### src/rtl/rr_queue_bank.sv
`default_nettype none
// ============================================================================
// Module   : rr_queue_bank
// Purpose  : Bank of three independent FIFO queues sharing one write port
//            and one pop port. The write port targets a queue by id; the pop
//            port is driven by an external round-robin scheduler through a
//            one-hot grant. Each popped entry appears on o_out_data one cycle
//            after the grant. Illegal grants, meaning more than one bit set
//            or a grant to an empty queue, raise a one-cycle error pulse.
//
// Ports    : clk          - single clock, rising edge
//            rst_n        - asynchronous active-low reset
//            i_in_vld     - write request
//            i_in_qid     - target queue of the write (0..2; 3 is ignored)
//            i_in_data    - write data
//            o_in_rdy     - targeted queue is not full (0 for qid 3)
//            o_q0_rdy..o_q2_rdy - queue n non-empty, from registered counts
//            i_sel        - one-hot pop grant (001=q0, 010=q1, 100=q2)
//            o_out_vld    - o_out_data holds a freshly popped entry
//            o_out_data   - popped entry; holds its value when nothing pops
//            o_drop_cnt   - saturating count of writes dropped on full queues
//                           (present only when RRQ_DROP_CNT_EN is defined)
//            o_sel_err    - one-cycle pulse for an illegal grant
//
// Options  : RRQ_DROP_CNT_EN - adds the o_drop_cnt port and its counter
//
// Revision : 1.0 - initial release
// ============================================================================
module rr_queue_bank #(
    parameter int DW    = 8,
    parameter int DEPTH = 4
) (
    input  logic          clk,
    input  logic          rst_n,
    input  logic          i_in_vld,
    input  logic [1:0]    i_in_qid,
    input  logic [DW-1:0] i_in_data,
    output logic          o_in_rdy,
    output logic          o_q0_rdy,
    output logic          o_q1_rdy,
    output logic          o_q2_rdy,
    input  logic [2:0]    i_sel,
    output logic          o_out_vld,
    output logic [DW-1:0] o_out_data,
`ifdef RRQ_DROP_CNT_EN
    output logic [7:0]    o_drop_cnt,
`endif
    output logic          o_sel_err
);

    // Pointer width indexes DEPTH entries. The count needs one extra bit so
    // that it can represent the full value DEPTH.
    localparam int c_PW = (DEPTH > 1) ? $clog2(DEPTH) : 1;
    localparam int c_CW = c_PW + 1;

    logic [2:0]          w_full;
    logic [2:0]          w_nempty;
    logic [2:0]          w_wr;
    logic [2:0]          w_pop;
    logic [2:0][DW-1:0]  w_head;
    logic                w_sel_onehot;
    logic                w_sel_multi;
    logic                w_any_pop;
    logic [DW-1:0]       w_pop_data;

    logic                r_out_vld;
    logic [DW-1:0]       r_out_data;
    logic                r_sel_err;

    assign w_sel_onehot = (i_sel == 3'b001) || (i_sel == 3'b010) || (i_sel == 3'b100);
    assign w_sel_multi  = (i_sel != 3'b000) && !w_sel_onehot;

    // ------------------------------------------------------------------
    // Per-queue FIFO. Full and empty decisions come only from the
    // registered count. As a result, a write to a full queue is dropped
    // even when the same queue pops in that cycle. A pop from an empty
    // queue is refused even when the same queue is written in that cycle.
    // ------------------------------------------------------------------
    generate
        for (genvar gi = 0; gi < 3; gi++) begin : g_queue
            logic [c_CW-1:0] r_cnt;
            logic [c_PW-1:0] r_wptr;
            logic [c_PW-1:0] r_rptr;
            logic [DW-1:0]   r_mem [DEPTH];

            assign w_full[gi]   = (r_cnt == c_CW'(DEPTH));
            assign w_nempty[gi] = (r_cnt != '0);
            assign w_wr[gi]     = i_in_vld && (i_in_qid == 2'(gi)) && !w_full[gi];
            assign w_pop[gi]    = w_sel_onehot && i_sel[gi] && w_nempty[gi];
            assign w_head[gi]   = r_mem[r_rptr];

            // DEPTH is a power of two, so the pointers wrap naturally.
            always_ff @(posedge clk or negedge rst_n) begin
                if (!rst_n) begin
                    r_cnt  <= '0;
                    r_wptr <= '0;
                    r_rptr <= '0;
                end else begin
                    if (w_wr[gi]) begin
                        r_wptr <= r_wptr + c_PW'(1);
                    end
                    if (w_pop[gi]) begin
                        r_rptr <= r_rptr + c_PW'(1);
                    end
                    case ({w_wr[gi], w_pop[gi]})
                        2'b10:   r_cnt <= r_cnt + c_CW'(1);
                        2'b01:   r_cnt <= r_cnt - c_CW'(1);
                        default: r_cnt <= r_cnt;
                    endcase
                end
            end

            // Storage is not reset. Clearing the pointers and count on reset
            // is enough to discard the stored entries.
            always_ff @(posedge clk) begin
                if (w_wr[gi]) begin
                    r_mem[r_wptr] <= i_in_data;
                end
            end
        end
    endgenerate

    always_comb begin
        o_in_rdy = 1'b0;
        case (i_in_qid)
            2'd0:    o_in_rdy = !w_full[0];
            2'd1:    o_in_rdy = !w_full[1];
            2'd2:    o_in_rdy = !w_full[2];
            default: o_in_rdy = 1'b0;
        endcase
    end

    assign o_q0_rdy = w_nempty[0];
    assign o_q1_rdy = w_nempty[1];
    assign o_q2_rdy = w_nempty[2];

    always_comb begin
        w_pop_data = '0;
        for (int k = 0; k < 3; k++) begin
            if (w_pop[k]) begin
                w_pop_data = w_head[k];
            end
        end
    end

    assign w_any_pop = |w_pop;

    // Output stage. o_out_data keeps its last popped value while idle.
    always_ff @(posedge clk or negedge rst_n) begin
        if (!rst_n) begin
            r_out_vld  <= 1'b0;
            r_out_data <= '0;
            r_sel_err  <= 1'b0;
        end else begin
            r_out_vld <= w_any_pop;
            r_sel_err <= w_sel_multi || (w_sel_onehot && !w_any_pop);
            if (w_any_pop) begin
                r_out_data <= w_pop_data;
            end
        end
    end

    assign o_out_vld  = r_out_vld;
    assign o_out_data = r_out_data;
    assign o_sel_err  = r_sel_err;

`ifdef RRQ_DROP_CNT_EN
    logic       w_drop;
    logic [7:0] r_drop_cnt;

    // A drop is a valid write with an in-range qid whose target is full.
    assign w_drop = i_in_vld && (i_in_qid != 2'd3) && !o_in_rdy;

    always_ff @(posedge clk or negedge rst_n) begin
        if (!rst_n) begin
            r_drop_cnt <= '0;
        end else if (w_drop && (r_drop_cnt != 8'hFF)) begin
            r_drop_cnt <= r_drop_cnt + 8'd1;
        end
    end

    assign o_drop_cnt = r_drop_cnt;
`endif

endmodule
`default_nettype wire

### config.mk
export PLATFORM = sky130hd
export DESIGN_NAME = rr_queue_bank
export DESIGN_NICKNAME = d
export VERILOG_FILES = /design/src/rtl/rr_queue_bank.sv
export SDC_FILE = /design/constraint.sdc
export NUM_CORES = 1
export LEC_CHECK = 0
export ABC_AREA = 0
export CORE_MARGIN = 3
export CORE_UTILIZATION = 45
export DETAILED_ROUTE_END_ITERATION = 8
export PLACE_DENSITY = 0.63
export SLEW_MARGIN = 20
export SYNTH_ARGS = -nofsm -noshare
export SYNTH_HDL_FRONTEND = slang
export SYNTH_SLANG_ARGS = --single-unit
### constraint.sdc
create_clock -name clk -period 2.4 [get_ports clk]
set_input_delay 0.72 -clock clk [delete_from_list [all_inputs] [get_ports clk]]
set_output_delay 0.72 -clock clk [all_outputs]
set_load 0.02 [all_outputs]
==> results of run 1 <==
==> worst register-to-register path: cells and delay by family, from the launching register on <==
| family | cells | cell delay (ns) |
|---|---|---|
| fa+ha+maj | 2 | 0.54 |
| buf+inv | 4 | 0.43 |
| flops | 1 | 0.37 |
| simple gates | 2 | 0.32 |
| xor+xnor | 2 | 0.30 |
| compound gates | 1 | 0.14 |
==> area by class of cell <==
| type | count | area (µm²) |
|---|---|---|
| Fill cell | 822 | 4490 |
| Sequential cell | 127 | 3660 |
| Multi-Input combinational cell | 130 | 1480 |
| Timing Repair Buffer | 61 | 676 |
| Clock buffer | 18 | 429 |
| Clock inverter | 14 | 189 |
| Tap cell | 140 | 175 |
| Inverter | 21 | 78.8 |
==> power breakdown <==
group	total (mW)	internal, mW	switching, mW
logic	1.69	0.950	0.738
registers	3.13	2.72	0.410
clock network	2.66	1.74	0.925
total	7.48	5.40	2.07
==> cells by family after synthesis <==
| logic type | Yosys count | share of synthesized area [%] |
|---|---|---|
| flops | 127 | 69.3 |
| fa+ha+maj | 18 | 4.69 |
| compound gates | 22 | 3.91 |
| xor+xnor | 18 | 2.99 |
| buf+inv | 31 | 3.13 |
| mux | 28 | 11.1 |
| simple gates | 44 | 4.95 |
==> flip-flops by register name, summed over array words and instances (netlist names) <==
name and cells:
g_queue.r_wptr 6, o_out_data 8, g_queue.r_rptr 6, g_queue.r_cnt 9
o_out_vld 1, g_queue.r_mem 96, o_sel_err 1
==> metal layers <==
layer | routed length [µm] | track usage, % | vias to the layer above
li1 | - | - | 1251
met1 | 4290 | 22.4 | 1372
met2 | 4650 | 25.3 | 54
met3 | 386 | 4.92 | 14
met4 | 158 | 7.36 | 0
met5 | 0 | 0 | -
==> synth_stat cells (3+ instances only) <==
cell	number	area, µm²
a311oi_2	3	45.0
and2_2	3	22.5
nor2_1	4	15.0
edfxtp_1	96	2880
xnor2_1	10	87.6
and3_1	12	75.1
inv_1	20	75.1
mux4_2	24	541
a22oi_1	8	60.1
ha_1	15	188
dfrtp_1	31	776
xor2_1	8	70.1
nand2_1	14	52.6
fa_1	3	60.1
a32oi_1	8	70.1
==> worst max path at each step <==
stage,startpoint,endpoint,slack (ns)
floorplan,i_sel[2],g_queue[1].r_cnt[2]$_DFFE_PN0P_,0.08
global placement,i_in_qid[1],o_in_rdy,-0.64
detailed placement,i_in_qid[1],o_in_rdy,-0.63
CTS,i_sel[1],g_queue[1].r_cnt[2]$_DFFE_PN0P_,-0.02
global route,g_queue[1].r_cnt[1]$_DFFE_PN0P_,o_in_rdy,0.003
finish,g_queue[2].r_cnt[0]$_DFFE_PN0P_,o_q2_rdy,0.09
==> repair_timing <==
action | in CTS | in global routing
setup endpoints to repair | 8 | 4
gates resized for setup | 9 | 15
setup buffers | 0 | 1
pin swaps | 0 | 1
==> stage by stage <==
stage / instance area, µm² / TNS [ns] / hold slack (ns) / utilization [%]
3_3_place_gp: 6040 / -3.32 / 0.483 / 54.1
3_5_place_dp: 6040 / -3.83 / 0.493 / 54.1
4_1_cts: 6650 / -0.0336 / 0.506 / 59.5
5_1_grt: 6690 / 0 / 0.523 / 59.8
6_report: 6690 / 0 / 0.505 / 59.8
2_1_floorplan: 5280 / 0 / 0.424 / -
==> results.json, run 1 <==
{
  "status": "finished clean",
  "dr.pass1.iters": 4,
  "yosysUniqueCellTypes": 34,
  "ir_drop_mv": 0.648,
  "hold_end": "o_out_data[7]$_DFFE_PN0N_",
  "grt_max_degree": 32,
  "wire_per_inst_um": 18.6,
  "crit_path_max_fanout": 3,
  "drive_gt1_share_pct": 29.1,
  "cts_tree": "yes",
  "insertion_delay_ns": 0.41,
  "num_vias": 2691,
  "fin_crit_sh_pct": 96.2,
  "async_reset_ff_share_pct": 24.4,
  "yosysSeqAreaShare_pct": 69.3,
  "place_ws_ns": -0.635,
  "synth_nets": 322,
  "path_depth": 2,
  "syn_avg_cell_area_um2": 18.3,
  "syn_area_um2": 5280,
  "cts.clk_slew.worst_paths_ns": 0.05,
  "area_growth_pct": 26.6,
  "whs_path_depth": 2,
  "worstSetupStartpointType": "flop",
  "synth-seq-cells": 127,
  "slowest_delay_ns": 0.42,
  "critPathSlowestCell": "dfrtp_1",
  "num_rows": 38,
  "grt_usage_pct": 16.6,
  "cts-root-buf": "clkbuf_16",
  "vias_per_cell": 5.27,
  "rsz0062_at_grt": "false",
  "worstReg2RegEnd": "g_queue[1].r_cnt[2]$_DFFE_PN0P_",
  "cts_buffer_depth": 2,
  "hold_violations": 0,
  "required_ns": 1.68,
  "timing.final.max_slew_violations": 0,
  "initial_core_util_pct": 47.3,
  "max_clock_freq_mhz": 433,
  "synthCells": 288,
  "die_x_um": 114,
  "route.final.wire_length_mm": 9.49,
  "critical_path.cell_chain": "or3_4 -> dlygate4sd2_1",
  "antenna_found_initial": 0,
  "numCtsBuffers": 17,
  "drcViolationCount": 0,
  "timing.slew.headroom_pct": 61.1,
  "most-common-layout-cells": "edfxtp_1, dfrtp_1, mux4_2",
  "htree_levels": 4,
  "coreArea_um2": 11200,
  "maxCapViolations": 0,
  "die_h_um": 114,
  "critPathCaptureType": "primary output",
  "fin_cells": 511,
  "setup_ws_ns": 0.0910,
  "worst_pin_slew_ns": 0.584,
  "hold_class": "reg2reg",
  "place_congestion": 0.756,
  "synth_edf_count": 96,
  "gr-total-overflow": 0,
  "diodes": 0,
  "dominantRegCellSynth": "edfxtp_1",
  "hold_path_startpoint": "o_out_data[7]$_DFFE_PN0N_",
  "finalPower_mw": 7.48,
  "power_density_nw_per_um2": 1120,
  "clkSinkCount": 127,
  "crit_family": "flip-flops",
  "worstRegToRegCells": 11,
  "nNetsFinal": 392,
  "critPathBufInv": 1,
  "grt_pass1_vias": 2855,
  "die_area_um2": 13100,
  "r2r_start": "g_queue[1].r_cnt[1]$_DFFE_PN0P_",
  "period_minus_slack_ns": 2.31,
  "ys_warn_count": 0,
  "ant_nets": 0,
  "p_leak_nw": 2.54,
  "grt_first_pass_wirelength_mm": 15.7,
  "dp_cells": 478,
  "io_buffers": 29,
  "dpl.hpwl_mm": 6.30,
  "reg2reg_setup_slack_ns": 0.25,
  "pin_count": 30,
  "final_common_cell": "edfxtp_1",
  "timing_worst_setup_path_type": "reg2out",
  "setup_viol": 0,
  "postCtsHoldBufs": 0,
  "arrival_ns": 1.59,
  "drt-initial-drc-count": 153,
  "clock-skew-final_ns": 0.00500
}
Power figures use the tool's default switching activity.
==> run 2: changes to the inputs <==
HOLD_SLACK_MARGIN = 0.02   (was default)
SKIP_CTS_REPAIR_TIMING = 1   (was default)
==> run 2 against run 1 <==
Compared with the run above: critical endpoint is now o_in_rdy; sequential cell count is the same; sequential power about the same; worst hold slack hardly changed; combinational power about the same; clock power about the same; wire length decreased by 0.28%; first-iteration DRC count grew 16%; largest cell class unchanged.
==> results.json, run 2 (synthesis results as in run 1) <==
{
  "gr-total-overflow": 0,
  "insertion_delay_ns": 0.41,
  "critPathBufInv": 2,
  "worst_pin_slew_ns": 0.584,
  "hold_violations": 0,
  "grt_pass1_vias": 2857,
  "path_depth": 4,
  "top_register": "g_queue.r_mem",
  "worstRegToRegCells": 11,
  "seqPwrFrac_pct": 41.8,
  "grt_busiest_layer": "met2",
  "cts_tree": "yes",
  "ir_drop_mv": 0.647,
  "antenna_found_initial": 0,
  "r2r_start": "g_queue[1].r_cnt[0]$_DFFE_PN0P_",
  "htree_levels": 4,
  "drive_gt1_share_pct": 27.8,
  "cts-root-buf": "clkbuf_16",
  "critPathCaptureType": "primary output",
  "netSwitchingFraction_pct": 27.7,
  "drt-initial-drc-count": 178,
  "grtUsageMet3_pct": 4.92,
  "period_minus_slack_ns": 2.29,
  "diodes": 0,
  "grt_use_met1_pct": 22.4,
  "coreArea_um2": 11200,
  "p_comb_share_pct": 22.6,
  "io_buffers": 29,
  "numCtsBuffers": 17,
  "die_h_um": 114,
  "cts_buffer_depth": 2,
  "p_leak_nw": 2.56,
  "grt_usage_pct": 16.6,
  "fin_cells": 510,
  "most-common-layout-cells": "edfxtp_1, dfrtp_1, mux4_2",
  "whs_ns": 0.505,
  "place_congestion": 0.756,
  "route.final.wire_length_mm": 9.46,
  "pin_count": 30,
  "cts.clk_slew.worst_paths_ns": 0.05,
  "timing_worst_setup_path_type": "reg2out",
  "fin_crit_sh_pct": 95.6,
  "clkSinkCount": 127,
  "crit_path_max_fanout": 3,
  "hold_class": "reg2reg",
  "slowest_delay_ns": 0.39,
  "ant_nets": 0,
  "clockPowerShare_pct": 35.6,
  "final_common_cell": "edfxtp_1",
  "worstSetupStartpointType": "flop",
  "area_growth_pct": 26.5,
  "grt_use_met2_pct": 25.3,
  "initial_core_util_pct": 47.3,
  "worstReg2RegEnd": "g_queue[1].r_cnt[2]$_DFFE_PN0P_",
  "required_ns": 1.68,
  "setup_viol": 0,
  "p_int_mw": 5.41,
  "largest_register_ffs": 96,
  "hold_path_startpoint": "o_out_data[7]$_DFFE_PN0N_",
  "status": "finished clean",
  "wire_per_inst_um": 18.6,
  "die_x_um": 114,
  "grt_first_pass_wirelength_mm": 15.7,
  "max_clock_freq_mhz": 436,
  "dp_cells": 478,
  "rsz0062_at_grt": "false",
  "arrival_ns": 1.57,
  "die_area_um2": 13100,
  "power_density_nw_per_um2": 1120,
  "timing.final.max_slew_violations": 0,
  "whs_path_depth": 2,
  "reg2reg_setup_slack_ns": 0.24,
  "timing.slew.headroom_pct": 61.1,
  "drcViolationCount": 0,
  "crit_family": "flip-flops",
  "grt_max_degree": 32,
  "num_vias": 2692,
  "critPathSlowestCell": "dfrtp_1",
  "num_rows": 38,
  "vias_per_cell": 5.28,
  "maxCapViolations": 0,
  "critical_path.cell_chain": "inv_1 -> a311oi_2 -> or3_1 -> buf_2",
  "dpl.hpwl_mm": 6.30,
  "clock-skew-final_ns": 0.00501,
  "hold_end": "o_out_data[7]$_DFFE_PN0N_",
  "switchingPower_mw": 2.07,
  "dr.pass1.iters": 4,
  "nNetsFinal": 391
}
run 2: cell types whose count changed in the layout (fill, tap and decap cells not counted), sizes merged:
cell and delta:
dlymetal6s2s +5, buf -1, clkbuf -2, dlygate4sd2 -3
run 2: worst max path at each step:
stage | startpoint | endpoint | slack, ns
finish | g_queue[0].r_cnt[1]$_DFFE_PN0P_ | o_in_rdy | 0.11
global route | g_queue[2].r_cnt[1]$_DFFE_PN0P_ | o_in_rdy | 0.0009
CTS | i_in_qid[1] | o_in_rdy | -0.65
detailed placement | i_in_qid[1] | o_in_rdy | -0.63
global placement | i_in_qid[1] | o_in_rdy | -0.64
floorplan | i_sel[2] | g_queue[1].r_cnt[2]$_DFFE_PN0P_ | 0.08
run 2: per-layer routing:
metal | up-vias | routed length [µm]
met2 | 52 | 4640
met1 | 1376 | 4270
met5 | - | 0
met4 | 0 | 158
li1 | 1250 | -
met3 | 14 | 392
run 2: cell type report:
| cell class | instances | area, µm² |
|---|---|---|
| Fill cell | 825 | 4490 |
| Timing Repair Buffer | 60 | 688 |
| Tap cell | 140 | 175 |
| Sequential cell | 127 | 3660 |
| Clock inverter | 14 | 189 |
| Multi-Input combinational cell | 130 | 1460 |
| Clock buffer | 18 | 429 |
| Inverter | 21 | 78.8 |
run 2: worst reg2reg max path: cells and delay by family, from the launching register on:
family | cells | cell delay, ns
and+or+nand+nor | 2 | 0.32
adders and majority gates | 2 | 0.54
buffers and inverters | 4 | 0.41
DFF | 1 | 0.40
xor gates and xnor gates | 2 | 0.30
AOI/OAI and AO/OA | 1 | 0.13
run 2: power by group through the flow:
stage	logic [mW]	clock network, mW	registers, mW
after global routing	1.87	2.81	3.21
after floorplan	1.27	0	3.00
after global placement	1.68	0	3.18
after CTS	1.73	2.70	3.15
final	1.69	2.66	3.13
after detailed placement	1.71	0	3.18
run 2: through the flow:
stage | setup TNS [ns] | power, mW | area (µm²) | setup WS, ns | util [%]
floorplan | 0 | 4.27 | 5280 | 0.0811 | -
global placement | -3.32 | 4.86 | 6040 | -0.643 | 54.1
detailed placement | -3.83 | 4.90 | 6040 | -0.635 | 54.1
CTS | -1.19 | 7.57 | 6660 | -0.655 | 59.6
global route | 0 | 7.89 | 6680 | 0.000898 | 59.8
finish | 0 | 7.48 | 6680 | 0.105 | 59.8
